--- src/rtl/mem_access_pkg.sv ---
// mem_access_pkg: shared size encodings, FSM states and lane helpers for the load/store unit
package mem_access_pkg;

    localparam logic [1:0] SZ_BYTE = 2'b00;
    localparam logic [1:0] SZ_HALF = 2'b01;
    localparam logic [1:0] SZ_WORD = 2'b10;
    localparam int         CNT_W   = 4;

    typedef enum logic [2:0] {
        S_IDLE,
        S_RD,
        S_RWAIT,
        S_MERGE,
        S_WR,
        S_DONE,
        S_ERR
    } state_t;

    function automatic logic [3:0] be_for(input logic [1:0] size, input logic [1:0] off);
        return size == SZ_BYTE ? 4'b0001 << off : size == SZ_HALF ? 4'b0011 << off : 4'b1111;
    endfunction

    function automatic logic misaligned(input logic [1:0] size, input logic [1:0] off);
        return size == 2'b11 || (size == SZ_HALF && off[0]) || (size == SZ_WORD && off != 2'b00);
    endfunction

    function automatic logic [31:0] lane_extract(input logic [31:0] word, input logic [1:0] size,
                                                 input logic [1:0] off, input logic sgn);
        logic [31:0] sh;
        sh = word >> {off, 3'b000};
        if (size == SZ_BYTE) return {{24{sgn & sh[7]}}, sh[7:0]};
        if (size == SZ_HALF) return {{16{sgn & sh[15]}}, sh[15:0]};
        return word;
    endfunction

endpackage

--- src/rtl/mem_access_if.sv ---
// mem_access_if: pipeline-side request/response and memory word bus of the load/store unit
interface mem_access_if;

    logic        Req;
    logic        Wr;
    logic [1:0]  Size;
    logic        Signed;
    logic [31:0] Addr;
    logic [31:0] WrData;
    logic        MemCS;
    logic        MemRW;
    logic [3:0]  MemBE;
    logic [29:0] MemAddr;
    logic [31:0] MemDataOut;
    logic [31:0] MemDataIn;
    logic        MemDataReady;
    logic        Busy;
    logic        Done;
    logic [31:0] RdData;
    logic        AddrErr;
    logic        BusErr;

    modport slave (
        input  Req, Wr, Size, Signed, Addr, WrData, MemDataIn, MemDataReady,
        output MemCS, MemRW, MemBE, MemAddr, MemDataOut, Busy, Done, RdData, AddrErr, BusErr
    );

    modport master (
        output Req, Wr, Size, Signed, Addr, WrData, MemDataIn, MemDataReady,
        input  MemCS, MemRW, MemBE, MemAddr, MemDataOut, Busy, Done, RdData, AddrErr, BusErr
    );

endinterface

--- src/rtl/mem_lane_align.sv ---
// mem_lane_align: load lane extract/extend and store lane shift/merge
import mem_access_pkg::*;

module mem_lane_align (
    input  logic [1:0]  size_i,
    input  logic [1:0]  off_i,
    input  logic        sgn_i,
    input  logic [31:0] rd_word_i,
    input  logic [31:0] buf_i,
    input  logic [31:0] wdata_i,
    output logic [31:0] ld_data_o,
    output logic [31:0] st_shift_o,
    output logic [31:0] st_merge_o
);

    logic [3:0]  be;
    logic [31:0] mask;
    logic [31:0] wd;

    // Lane mask from the byte enables; store data is trimmed to its size before shifting
    always_comb begin
        be         = be_for(size_i, off_i);
        mask       = {{8{be[3]}}, {8{be[2]}}, {8{be[1]}}, {8{be[0]}}};
        wd         = size_i == SZ_BYTE ? {24'h0, wdata_i[7:0]} :
                     size_i == SZ_HALF ? {16'h0, wdata_i[15:0]} : wdata_i;
        st_shift_o = wd << {off_i, 3'b000};
        st_merge_o = (buf_i & ~mask) | (st_shift_o & mask);
        ld_data_o  = lane_extract(rd_word_i, size_i, off_i, sgn_i);
    end

endmodule

--- src/rtl/mem_access_unit.sv ---
// mem_access_unit: load/store sequencer with alignment check, read-merge-write and read timeout
import mem_access_pkg::*;

module mem_access_unit #(
    parameter bit RMW_EN  = 1'b1,
    parameter int TIMEOUT = 15
) (
    input logic         Clk,
    input logic         Reset,
    mem_access_if.slave bus
);

    state_t             state_q, state_d;
    logic [CNT_W-1:0]   cnt_q, cnt_d;
    logic               wr_q, wr_d;
    logic [1:0]         size_q, size_d;
    logic               sgn_q, sgn_d;
    logic [31:0]        addr_q, addr_d;
    logic [31:0]        wdata_q, wdata_d;
    logic [31:0]        buf_q, buf_d;
    logic [31:0]        rd_q, rd_d;
    logic               buserr_q, buserr_d;
    logic [31:0]        ld_data, st_shift, st_merge;
    logic               use_buf;

    mem_lane_align u_align (
        .size_i     (size_q),
        .off_i      (addr_q[1:0]),
        .sgn_i      (sgn_q),
        .rd_word_i  (bus.MemDataIn),
        .buf_i      (buf_q),
        .wdata_i    (wdata_q),
        .ld_data_o  (ld_data),
        .st_shift_o (st_shift),
        .st_merge_o (st_merge)
    );

    assign use_buf = RMW_EN && size_q != SZ_WORD;

    // State and captured request; reset drops any access in flight
    always_ff @(posedge Clk or negedge Reset) begin
        if (!Reset) begin
            state_q  <= S_IDLE;
            cnt_q    <= '0;
            wr_q     <= 1'b0;
            size_q   <= SZ_BYTE;
            sgn_q    <= 1'b0;
            addr_q   <= '0;
            wdata_q  <= '0;
            buf_q    <= '0;
            rd_q     <= '0;
            buserr_q <= 1'b0;
        end else begin
            state_q  <= state_d;
            cnt_q    <= cnt_d;
            wr_q     <= wr_d;
            size_q   <= size_d;
            sgn_q    <= sgn_d;
            addr_q   <= addr_d;
            wdata_q  <= wdata_d;
            buf_q    <= buf_d;
            rd_q     <= rd_d;
            buserr_q <= buserr_d;
        end
    end

    // Next-state sequencing; load result is extended as it arrives so RdData is valid in DONE
    always_comb begin
        state_d  = state_q;
        cnt_d    = cnt_q;
        wr_d     = wr_q;
        size_d   = size_q;
        sgn_d    = sgn_q;
        addr_d   = addr_q;
        wdata_d  = wdata_q;
        buf_d    = buf_q;
        rd_d     = rd_q;
        buserr_d = 1'b0;
        case (state_q)
            S_IDLE: if (bus.Req) begin
                wr_d    = bus.Wr;
                size_d  = bus.Size;
                sgn_d   = bus.Signed;
                addr_d  = bus.Addr;
                wdata_d = bus.WrData;
                state_d = misaligned(bus.Size, bus.Addr[1:0]) ? S_ERR :
                          (!bus.Wr || (RMW_EN && bus.Size != SZ_WORD)) ? S_RD : S_WR;
            end
            S_RD: begin
                cnt_d   = '0;
                state_d = S_RWAIT;
            end
            S_RWAIT: if (bus.MemDataReady) begin
                buf_d   = bus.MemDataIn;
                rd_d    = wr_q ? rd_q : ld_data;
                state_d = wr_q ? S_MERGE : S_DONE;
            end else if (cnt_q == CNT_W'(TIMEOUT - 1)) begin
                buserr_d = 1'b1;
                state_d  = S_IDLE;
            end else begin
                cnt_d = cnt_q + 1'b1;
            end
            S_MERGE: begin
                buf_d   = st_merge;
                state_d = S_WR;
            end
            S_WR:    state_d = S_DONE;
            default: state_d = S_IDLE;
        endcase
    end

    assign bus.Busy       = state_q != S_IDLE;
    assign bus.MemCS      = state_q == S_RD || state_q == S_WR;
    assign bus.MemRW      = state_q == S_WR;
    assign bus.MemBE      = state_q == S_RD ? 4'hF :
                            state_q == S_WR ? (RMW_EN ? 4'hF : be_for(size_q, addr_q[1:0])) : 4'h0;
    assign bus.MemAddr    = addr_q[31:2];
    assign bus.MemDataOut = state_q == S_WR ? (use_buf ? buf_q : st_shift) : 32'h0;
    assign bus.Done       = state_q == S_DONE;
    assign bus.AddrErr    = state_q == S_ERR;
    assign bus.BusErr     = buserr_q;
    assign bus.RdData     = rd_q;

endmodule

--- src/flat_wrapper.sv ---
// flat-port wrapper written by rule: the top's interface ports become plain ports
module mem_access_unit_flat 
#(
    parameter bit RMW_EN  = 1'b1,
    parameter int TIMEOUT = 15
)
  (Clk, Reset, bus_Req, bus_Wr, bus_Size, bus_Signed, bus_Addr, bus_WrData, bus_MemDataIn, bus_MemDataReady, bus_MemCS, bus_MemRW, bus_MemBE, bus_MemAddr, bus_MemDataOut, bus_Busy, bus_Done, bus_RdData, bus_AddrErr, bus_BusErr);
  mem_access_if bus_i ();
  input logic Clk;
  input logic Reset;
  input wire logic [$bits(bus_i.Req)-1:0] bus_Req;
  input wire logic [$bits(bus_i.Wr)-1:0] bus_Wr;
  input wire logic [$bits(bus_i.Size)-1:0] bus_Size;
  input wire logic [$bits(bus_i.Signed)-1:0] bus_Signed;
  input wire logic [$bits(bus_i.Addr)-1:0] bus_Addr;
  input wire logic [$bits(bus_i.WrData)-1:0] bus_WrData;
  input wire logic [$bits(bus_i.MemDataIn)-1:0] bus_MemDataIn;
  input wire logic [$bits(bus_i.MemDataReady)-1:0] bus_MemDataReady;
  output wire logic [$bits(bus_i.MemCS)-1:0] bus_MemCS;
  output wire logic [$bits(bus_i.MemRW)-1:0] bus_MemRW;
  output wire logic [$bits(bus_i.MemBE)-1:0] bus_MemBE;
  output wire logic [$bits(bus_i.MemAddr)-1:0] bus_MemAddr;
  output wire logic [$bits(bus_i.MemDataOut)-1:0] bus_MemDataOut;
  output wire logic [$bits(bus_i.Busy)-1:0] bus_Busy;
  output wire logic [$bits(bus_i.Done)-1:0] bus_Done;
  output wire logic [$bits(bus_i.RdData)-1:0] bus_RdData;
  output wire logic [$bits(bus_i.AddrErr)-1:0] bus_AddrErr;
  output wire logic [$bits(bus_i.BusErr)-1:0] bus_BusErr;
  assign bus_i.Req = bus_Req;
  assign bus_i.Wr = bus_Wr;
  assign bus_i.Size = bus_Size;
  assign bus_i.Signed = bus_Signed;
  assign bus_i.Addr = bus_Addr;
  assign bus_i.WrData = bus_WrData;
  assign bus_i.MemDataIn = bus_MemDataIn;
  assign bus_i.MemDataReady = bus_MemDataReady;
  assign bus_MemCS = bus_i.MemCS;
  assign bus_MemRW = bus_i.MemRW;
  assign bus_MemBE = bus_i.MemBE;
  assign bus_MemAddr = bus_i.MemAddr;
  assign bus_MemDataOut = bus_i.MemDataOut;
  assign bus_Busy = bus_i.Busy;
  assign bus_Done = bus_i.Done;
  assign bus_RdData = bus_i.RdData;
  assign bus_AddrErr = bus_i.AddrErr;
  assign bus_BusErr = bus_i.BusErr;
  mem_access_unit #(.RMW_EN(RMW_EN), .TIMEOUT(TIMEOUT)) u_core (.Clk(Clk), .Reset(Reset), .bus(bus_i));
endmodule
--- config.mk ---
export PLATFORM = sky130hd
export DESIGN_NAME = mem_access_unit_flat
export DESIGN_NICKNAME = d
export VERILOG_FILES = /design/src/rtl/mem_access_pkg.sv /design/src/rtl/mem_access_if.sv /design/src/rtl/mem_lane_align.sv /design/src/rtl/mem_access_unit.sv /design/src/flat_wrapper.sv
export SDC_FILE = /design/constraint.sdc
export NUM_CORES = 1
export LEC_CHECK = 0
export ABC_AREA = 1
export CAP_MARGIN = 20
export CORE_ASPECT_RATIO = 0.6
export CORE_MARGIN = 5
export CORE_UTILIZATION = 46
export CTS_CLUSTER_SIZE = 14
export DETAILED_ROUTE_END_ITERATION = 8
export HOLD_SLACK_MARGIN = 0.06
export PLACE_DENSITY = 0.84
export SLEW_MARGIN = 20
export SYNTH_ARGS = -nofsm -noshare
export SYNTH_HDL_FRONTEND = slang
export SYNTH_HIERARCHICAL = 1
export SYNTH_SLANG_ARGS = --single-unit
--- constraint.sdc ---
create_clock -name Clk -period 1.9 [get_ports Clk]
set_input_delay 0.19 -clock Clk [delete_from_list [all_inputs] [get_ports Clk]]
set_output_delay 0.19 -clock Clk [all_outputs]
set_load 0.005 [all_outputs]
==> results.rst, run 1 <==
.. list-table::
   :header-rows: 1

   * - Metric
     - Value
   * - Result of the run
     - complete, but fails checks
   * - Violations in the final reports
     - negative setup slack
   * - Clock buffer count from CTS
     - 17
   * - Post-Synthesis Net Count
     - roughly 1,400
   * - Crit path launch type
     - register
   * - Setup Crit Path Kind
     - register to register
   * - Static power due to leakage
     - roughly 0.0068 uW
   * - Max Clk Rate
     - 435 MHz
   * - Count of vias placed by the detailed router
     - 10,700
   * - Largest net degree at the start of global routing
     - 65
   * - Post-synth top flop
     - dfrtp_1
   * - Maximum capacitance violations
     - 0
   * - Least-Margin Pin Slew
     - 0.459 ns
   * - Post-route minimum period
     - 2.30 ns
   * - Logic depth of the worst register-to-register path
     - 12
   * - Worst-Skew Late Latency
     - 0.44 ns
   * - Most common cell after layout, fill and taps aside
     - nand2_1
   * - Max Slew Vio Count
     - 0
   * - Buffers from clock root to sink, at most
     - 2
   * - Grt ovf
     - 0
   * - Site Rows
     - 39
   * - Mapped Avg Cell Area
     - 6.73 um2
   * - Most frequent cells in the layout
     - nand2_1 (458), clkdlybuf4s50_1 (164), dfrtp_1 (137), buf_4 (97), inv_1 (93)
   * - Count of unique library cells instantiated by Yosys
     - 37
   * - Number of global-route vias before repair
     - approximately 10,000
   * - Pwr/cell area
     - ~1800 nW/um2
   * - Number of register bits inferred by synthesis
     - 140
   * - Maximum level of the CTS H-tree
     - 4
   * - CTS tree
     - done
   * - Number of DRC markers after the initial detailed-route iteration
     - around 2,000
   * - Residual DRC count
     - 0
   * - Antenna violations before repair
     - 0
   * - Maximum fanout along the worst path
     - 8
   * - Core area
     - 18,800 um2
   * - Worst EP arrival
     - approximately 2.6 ns
   * - Pre-CTS setup slack
     - -0.258 ns
   * - Number of iterations in the first detailed-routing pass
     - 7
   * - Tcrit/Tclk final
     - 121%
   * - Number of enable flip-flop cells after synthesis
     - 0
   * - Die X
     - 188 um
   * - Initial standard-cell utilization of the core
     - approximately 46%
   * - Net count of the finished layout
     - 1,676
   * - Final setup vio count
     - slightly below 90
   * - Ratio of cells with drive above 1 in the final layout
     - between 30% and 40%
   * - Master cell of the clock root buffer
     - clkbuf_16
   * - Rel. slew slack
     - 69.4%
   * - Summed instance area of the synthesized netlist
     - roughly 8700 um2
   * - Total design power
     - ~25,000 uW
   * - Req. time, crit path
     - ~2.2 ns
   * - RSZ-0062 raised after global routing
     - true
   * - Number of I/O pins
     - about 210
   * - Max rail drop VDD
     - 1.13 mV
   * - Via-per-instance ratio
     - 5.86
   * - Average wire per standard cell
     - between 20 and 25 um
   * - CTS sink count
     - between 100 and 150
   * - Synth-to-layout area growth
     - 56.2%
   * - Fraction of registers with async set or reset after synthesis
     - 100%
   * - Number of fill cells
     - 1,323
   * - Die area
     - approximately 22,000 um2
   * - Hold Fails Final Rpt
     - 0
   * - Final Skew
     - roughly 0.012 ns
   * - Gp weighted congestion
     - 0.970
   * - Drt total wl
     - between 30,000 and 40,000 um
   * - Wire length of the first global-routing pass
     - roughly 54,000 um
   * - Global routing usage summed across all routing layers
     - 31.3%
   * - HP Class
     - input pin to asynchronous set/reset pin
   * - Worst-path clk slew
     - approximately 0.07 ns
   * - Register area share after synthesis
     - ~40%
   * - HPWL after DPL
     - 22,900 um
   * - Warnings from Yosys
     - 6
   * - Worst setup margin
     - -0.397 ns
   * - Height of the die
     - between 100 and 150 um
   * - Number of routed nets with antenna violations
     - 0
   * - Endpoint class of the critical path
     - register
   * - Fin util
     - between 70% and 80%
   * - Number of standard cells after synthesis
     - 1,294
   * - Count of buffers from port buffering
     - between 200 and 250
   * - Final hold slack
     - 0.243 ns
   * - Antenna diode instance count
     - 0
-- cell type report --
class                           count  area [um2]  area share (%)
Sequential cell                   140        3510            25.8
Multi-Input combinational cell    931        5230            38.4
Timing Repair Buffer              360        3530            25.9
Inverter                          116         467            3.43
Clock inverter                     15         150            1.10
Clock buffer                       17         425            3.12
Tap cell                          246         308            2.26
-- per-layer routing --
layer	up-vias	share of wire [%]	GRT usage, %
li1	4600	-	-
met1	4962	38	42.2
met2	916	43	48.3
met3	225	14	11.4
met4	0	4.9	8.21
met5	-	0	0
-- cells in the mapped netlist (all sizes together), types with 6 or more instances --
cell | instances | area, um2
a21oi | 36 | 180
buf | 82 | 526
nand3 | 101 | 523
mux2 | 8 | 90.1
o22ai | 7 | 57.6
nor2 | 43 | 189
o21ai | 148 | 767
clkbuf | 26 | 97.6
ha | 6 | 75.1
nand4 | 8 | 50.1
dfrtp | 140 | 3500
inv | 116 | 438
nand2 | 562 | 2150
-- logic make-up after synthesis --
logic type / count (synthesis) / share of synthesized area, %
xor+xnor: 1 / 0.101
simple gates: 721 / 33.8
mux: 8 / 1.03
compound gates: 194 / 11.8
flops: 140 / 40.2
buf+inv: 224 / 12.2
fa+ha+maj: 6 / 0.862
-- flip-flops by register name, indices dropped and copies added, names as in the netlist --
register	flops
u_core/wdata_q	32
u_core/wr_q	1
u_core/sgn_q	1
u_core/addr_q	32
u_core/state_q	3
u_core/buf_q	32
u_core/size_q	2
u_core/cnt_q	4
u_core/bus.BusErr	1
u_core/bus.RdData	32
-- stage by stage --
step | std cells | setup TNS (ns) | area (um2)
after floorplan | 1294 | -0.0280 | 8730
after global placement | 1732 | -5.33 | 11300
after detailed placement | 1732 | -8.07 | 11300
after CTS | 1803 | -4.52 | 12800
after global routing | 1825 | -20.99 | 13600
final | 1825 | -16.51 | 13600
-- final timing paths --
check	startpoint	to	slack, ns
setup / recovery	u_core/addr_q[0]	u_core/buf_q[22]	-0.40
hold / removal	Reset	u_core/addr_q[24]	0.24
setup reg to reg	u_core/addr_q[0]	u_core/buf_q[22]	-0.40
hold reg to reg	u_core/addr_q[9]	u_core/addr_q[9]	0.47
max in group asynchronous	Reset	u_core/wdata_q[26]	1.03
min in group Clk	bus_Req	u_core/addr_q[21]	0.28
-- critical path, stage by stage (launching register included) --
cell      delay (ns)
dfrtp_2         0.51
clkinv_4        0.15
buf_8           0.18
buf_6           0.13
ha_4            0.21
o22ai_4         0.24
inv_2           0.16
nand2_1         0.13
nand2_1         0.08
inv_1           0.06
o21ai_0         0.08
nand2_1         0.08
o21ai_0         0.13
-- what timing repair did --
action | 4_1_cts | 5_1_grt
buffers inserted | 30 | 22
gates cloned | 9 | 3
gates resized for setup | 358 | 262
hold buffers | 1 | 0
pin swaps | 56 | 117
endpoints found under the hold margin | 37 | 0
endpoints found under the setup margin | 70 | 125
-- report_power, final --
group	switching (uW)	total [uW]	internal, uW	leakage, uW
combinational	9310	16300	6960	0.00478
clock	1540	3390	1850	0.000281
sequential	1020	5330	4310	0.00176
Power figures use the tool's default switching activity.
==> inputs of run 2 (changes only) <==
ABC_AREA = unset   (was 1)
clock period = 2.06 ns   (was 1.9 ns; I/O delays follow)
==> run 2 against run 1 <==
Effect of this change:
- the run still ends with negative setup slack left
- global-route usage about the same
- routed wire length is 3.3% higher
- worst setup slack got worse by 0.032 ns
- final cell count fell by 24%
- sequential power is 1% higher
- count of clock-buffer cells in the layout up 1
- combinational power up 3%
- register-to-register slack got worse by 0.02 ns
- critical path type is now register to primary output
- highest routed layer is now met5
==> results.rst, run 2 <==
.. list-table::
   :header-rows: 1

   * - Metric
     - Value
   * - Count of unique library cells instantiated by Yosys
     - 53
   * - Endpoint of the most critical setup path
     - bus_MemDataOut[18]
   * - Logic depth of the worst register-to-register path
     - 8
   * - Violations in the final reports
     - negative setup slack
   * - Antenna violations before repair
     - 2
   * - Setup Crit Path Kind
     - register to primary output
   * - Ratio of cells with drive above 1 in the final layout
     - between 50% and 60%
   * - Number of iterations in the first detailed-routing pass
     - 8
   * - Ranking of synthesized cells by area
     - dfrtp_1 (41%), mux2_2 (24%), nand2_1 (5.7%)
   * - Count of vias placed by the detailed router
     - ~9,000
   * - Worst setup margin
     - -0.429 ns
   * - Net count of the finished layout
     - roughly 1,200
   * - Post-synth top flop
     - dfrtp_1
   * - Residual DRC count
     - 0
   * - Average wire per standard cell
     - about 28 um
   * - HPWL after DPL
     - 20,800 um
   * - Post-route minimum period
     - 2.49 ns
   * - Register area share after synthesis
     - roughly two fifths
   * - Top Layer Used
     - met5
   * - Drt total wl
     - approximately 40,000 um
   * - Max Slew Vio Count
     - 0
   * - Static power due to leakage
     - 0.00613 uW
   * - Number of global-route vias before repair
     - between 8,000 and 9,000
   * - Count of buffers from port buffering
     - ~210
   * - Worst reg2reg path endpoint
     - u_core/buf_q[23]
   * - M1 wire length
     - approximately 15,000 um
   * - Number of DRC markers after the initial detailed-route iteration
     - about 1,400
   * - Master cell of the clock root buffer
     - clkbuf_16
   * - Number of fill cells
     - approximately 1,000
   * - Rel. slew slack
     - 54.8%
   * - CTS tree
     - done
   * - Site Rows
     - 38
   * - Fraction of registers with async set or reset after synthesis
     - 100%
   * - Die area
     - between 20,000 and 25,000 um2
   * - Via-per-instance ratio
     - between 6 and 7
   * - Final TNS setup
     - -21.04 ns
   * - Crit path launch type
     - register
   * - Flop-to-flop setup slack
     - -0.42 ns
   * - Synth-to-layout area growth
     - 62.0%
   * - Buffers from clock root to sink, at most
     - 2
   * - Tcrit/Tclk final
     - 121%
   * - Gp weighted congestion
     - between 0.9 and 1
   * - Number of register bits inferred by synthesis
     - between 100 and 150
   * - Least-Margin Pin Slew
     - just under 0.7 ns
   * - Library cell occupying the most area in the post-synthesis netlist
     - dfrtp_1
   * - Number of standard cells after synthesis
     - ~820
   * - Post-synth top area share
     - 41.4%
   * - Maximum level of the CTS H-tree
     - 4
   * - Largest net degree at the start of global routing
     - 50
   * - Core area
     - about 18,000 um2
   * - WL met3
     - 5130 um
   * - Startpoint of the lowest-slack register-to-register path
     - u_core/size_q[0]
   * - Global routing usage summed across all routing layers
     - roughly 31%
   * - Max Clk Rate
     - about 400 MHz
   * - Height of the die
     - 115 um
   * - Final Skew
     - 0.0130 ns
   * - Final setup vio count
     - 94
   * - HP Class
     - input pin to asynchronous set/reset pin
   * - Worst EP arrival
     - between 2 and 2.5 ns
   * - Antenna diode instance count
     - 0
   * - Pre-CTS setup slack
     - -0.380 ns
   * - Maximum capacitance violations
     - 0
   * - Summed instance area of the synthesized netlist
     - roughly 8500 um2
   * - Result of the run
     - complete, but fails checks
   * - Most common cell after layout, fill and taps aside
     - clkdlybuf4s50_1
   * - Warnings from Yosys
     - 6
   * - Max rail drop VDD
     - 0.876 mV
   * - Beginning of the critical path
     - u_core/addr_q[0]
   * - RSZ-0062 raised after global routing
     - true
   * - Mapped Avg Cell Area
     - ~10 um2
   * - Top-count cell post-synth
     - mux2_2
   * - Wire length of the first global-routing pass
     - ~51,000 um
   * - Metal2 WL
     - around 17,000 um
   * - Initial standard-cell utilization of the core
     - ~47%
   * - Clock buffer count from CTS
     - 17
   * - Worst-path clk slew
     - about 0.07 ns
   * - Die X
     - between 150 and 200 um
   * - Worst-Skew Late Latency
     - between 0.4 and 0.5 ns
   * - Number of I/O pins
     - roughly 210
   * - Grt ovf
     - 0
   * - Most frequent cells in the layout
     - clkdlybuf4s50_1 (165), dfrtp_1 (137), mux2_2 (106), buf_4 (99), nand2_1 (96)
   * - Req. time, crit path
     - 1.85 ns
   * - Endpoint class of the critical path
     - primary output
   * - Synth top cells by count
     - mux2_2 (184), dfrtp_1 (140), nand2_1 (128), a21oi_1 (58), buf_4 (39)
   * - Hold Fails Final Rpt
     - 0
   * - Post-Synthesis Net Count
     - roughly 930
   * - Number of routed nets with antenna violations
     - 0
   * - CTS sink count
     - 140
   * - Maximum fanout along the worst path
     - 5
   * - Pwr/cell area
     - 1860 nW/um2
   * - Number of enable flip-flop cells after synthesis
     - 0
run 2: cell count changes after synthesis, sizes merged, moves of 18 or more:
cell | previous run | this run
nand3 | 101 | 4
o21ai | 148 | 22
a21oi | 36 | 59
buf | 82 | 64
mux2 | 8 | 204
inv | 116 | 6
nand2 | 562 | 128
run 2: through the flow:
step / hold slack, ns / area [um2] / instances / utilization (%) / power (uW)
global placement: 0.195 / 11400 / 1285 / 63.2 / 16100
detailed placement: 0.188 / 11400 / 1285 / 63.2 / 16400
global route: 0.336 / 13700 / 1391 / 75.9 / 26000
finish: 0.291 / 13700 / 1391 / 75.9 / 25500
CTS: 0.323 / 13000 / 1357 / 71.8 / 21900
floorplan: -0.0896 / 8660 / 819 / - / 11800
run 2: power breakdown:
group	switching, uW	total (uW)	internal, uW
Combinational	7860	16800	8960
Clock	1430	3250	1810
Sequential	1290	5400	4110
Total	10600	25500	14900
run 2: worst min path at each step:
stage / slack [ns] / from / to
6_report: 0.29 / Reset / u_core/addr_q[18]
5_1_grt: 0.34 / Reset / u_core/bus.BusErr
4_1_cts: 0.32 / Reset / u_core/addr_q[18]
3_5_place_dp: 0.19 / Reset / u_core/addr_q[18]
3_3_place_gp: 0.20 / Reset / u_core/addr_q[18]
2_1_floorplan: -0.09 / Reset / u_core/addr_q[0]
run 2: cells by family after synthesis:
| family | share of synthesized area [%] |
|---|---|
| AND/OR/NAND/NOR | 12.7 |
| multiplexers | 27.4 |
| AO/OA/AOI/OAI | 10.7 |
| flip-flops | 41.4 |
| buffers and inverters | 6.92 |
| adder cells (fa/ha/maj) | 0.887 |
run 2: final cells by class:
| class | instances | area (um2) | share of cell area (%) |
|---|---|---|---|
| Sequential cell | 140 | 3510 | 25.6 |
| Clock buffer | 18 | 429 | 3.13 |
| Timing Repair Buffer | 387 | 3780 | 27.6 |
| Tap cell | 240 | 300 | 2.19 |
| Clock inverter | 14 | 161 | 1.18 |
| Multi-Input combinational cell | 584 | 5480 | 40.0 |
| Inverter | 8 | 43.8 | 0.319 |
run 2: timing repair:
item / in CTS / in global routing
hold buffers: 1 / 0
pin swaps: 55 / 52
resized for setup: 327 / 130
cloned: 3 / 1
endpoints found under the hold margin: 44 / 0
setup endpoints to repair: 95 / 134
setup buffers: 40 / 39
run 2: routing by layer:
| metal | GRT usage (%) | vias up |
|---|---|---|
| met1 | 41.4 | 4299 |
| met2 | 47.2 | 880 |
| met5 | 0 | - |
| li1 | - | 3504 |
| met3 | 10.8 | 277 |
| met4 | 13.0 | 2 |
run 2: critical path, stage by stage, from the launching register on:
cell and delay (ns):
dfrtp_2 0.50, clkbuf_16 0.20, nor3_4 0.23, buf_6 0.15, buf_6 0.10, buf_6 0.09, a221o_1 0.17, nand2_1 0.08
a21oi_2 0.18, buf_2 0.15
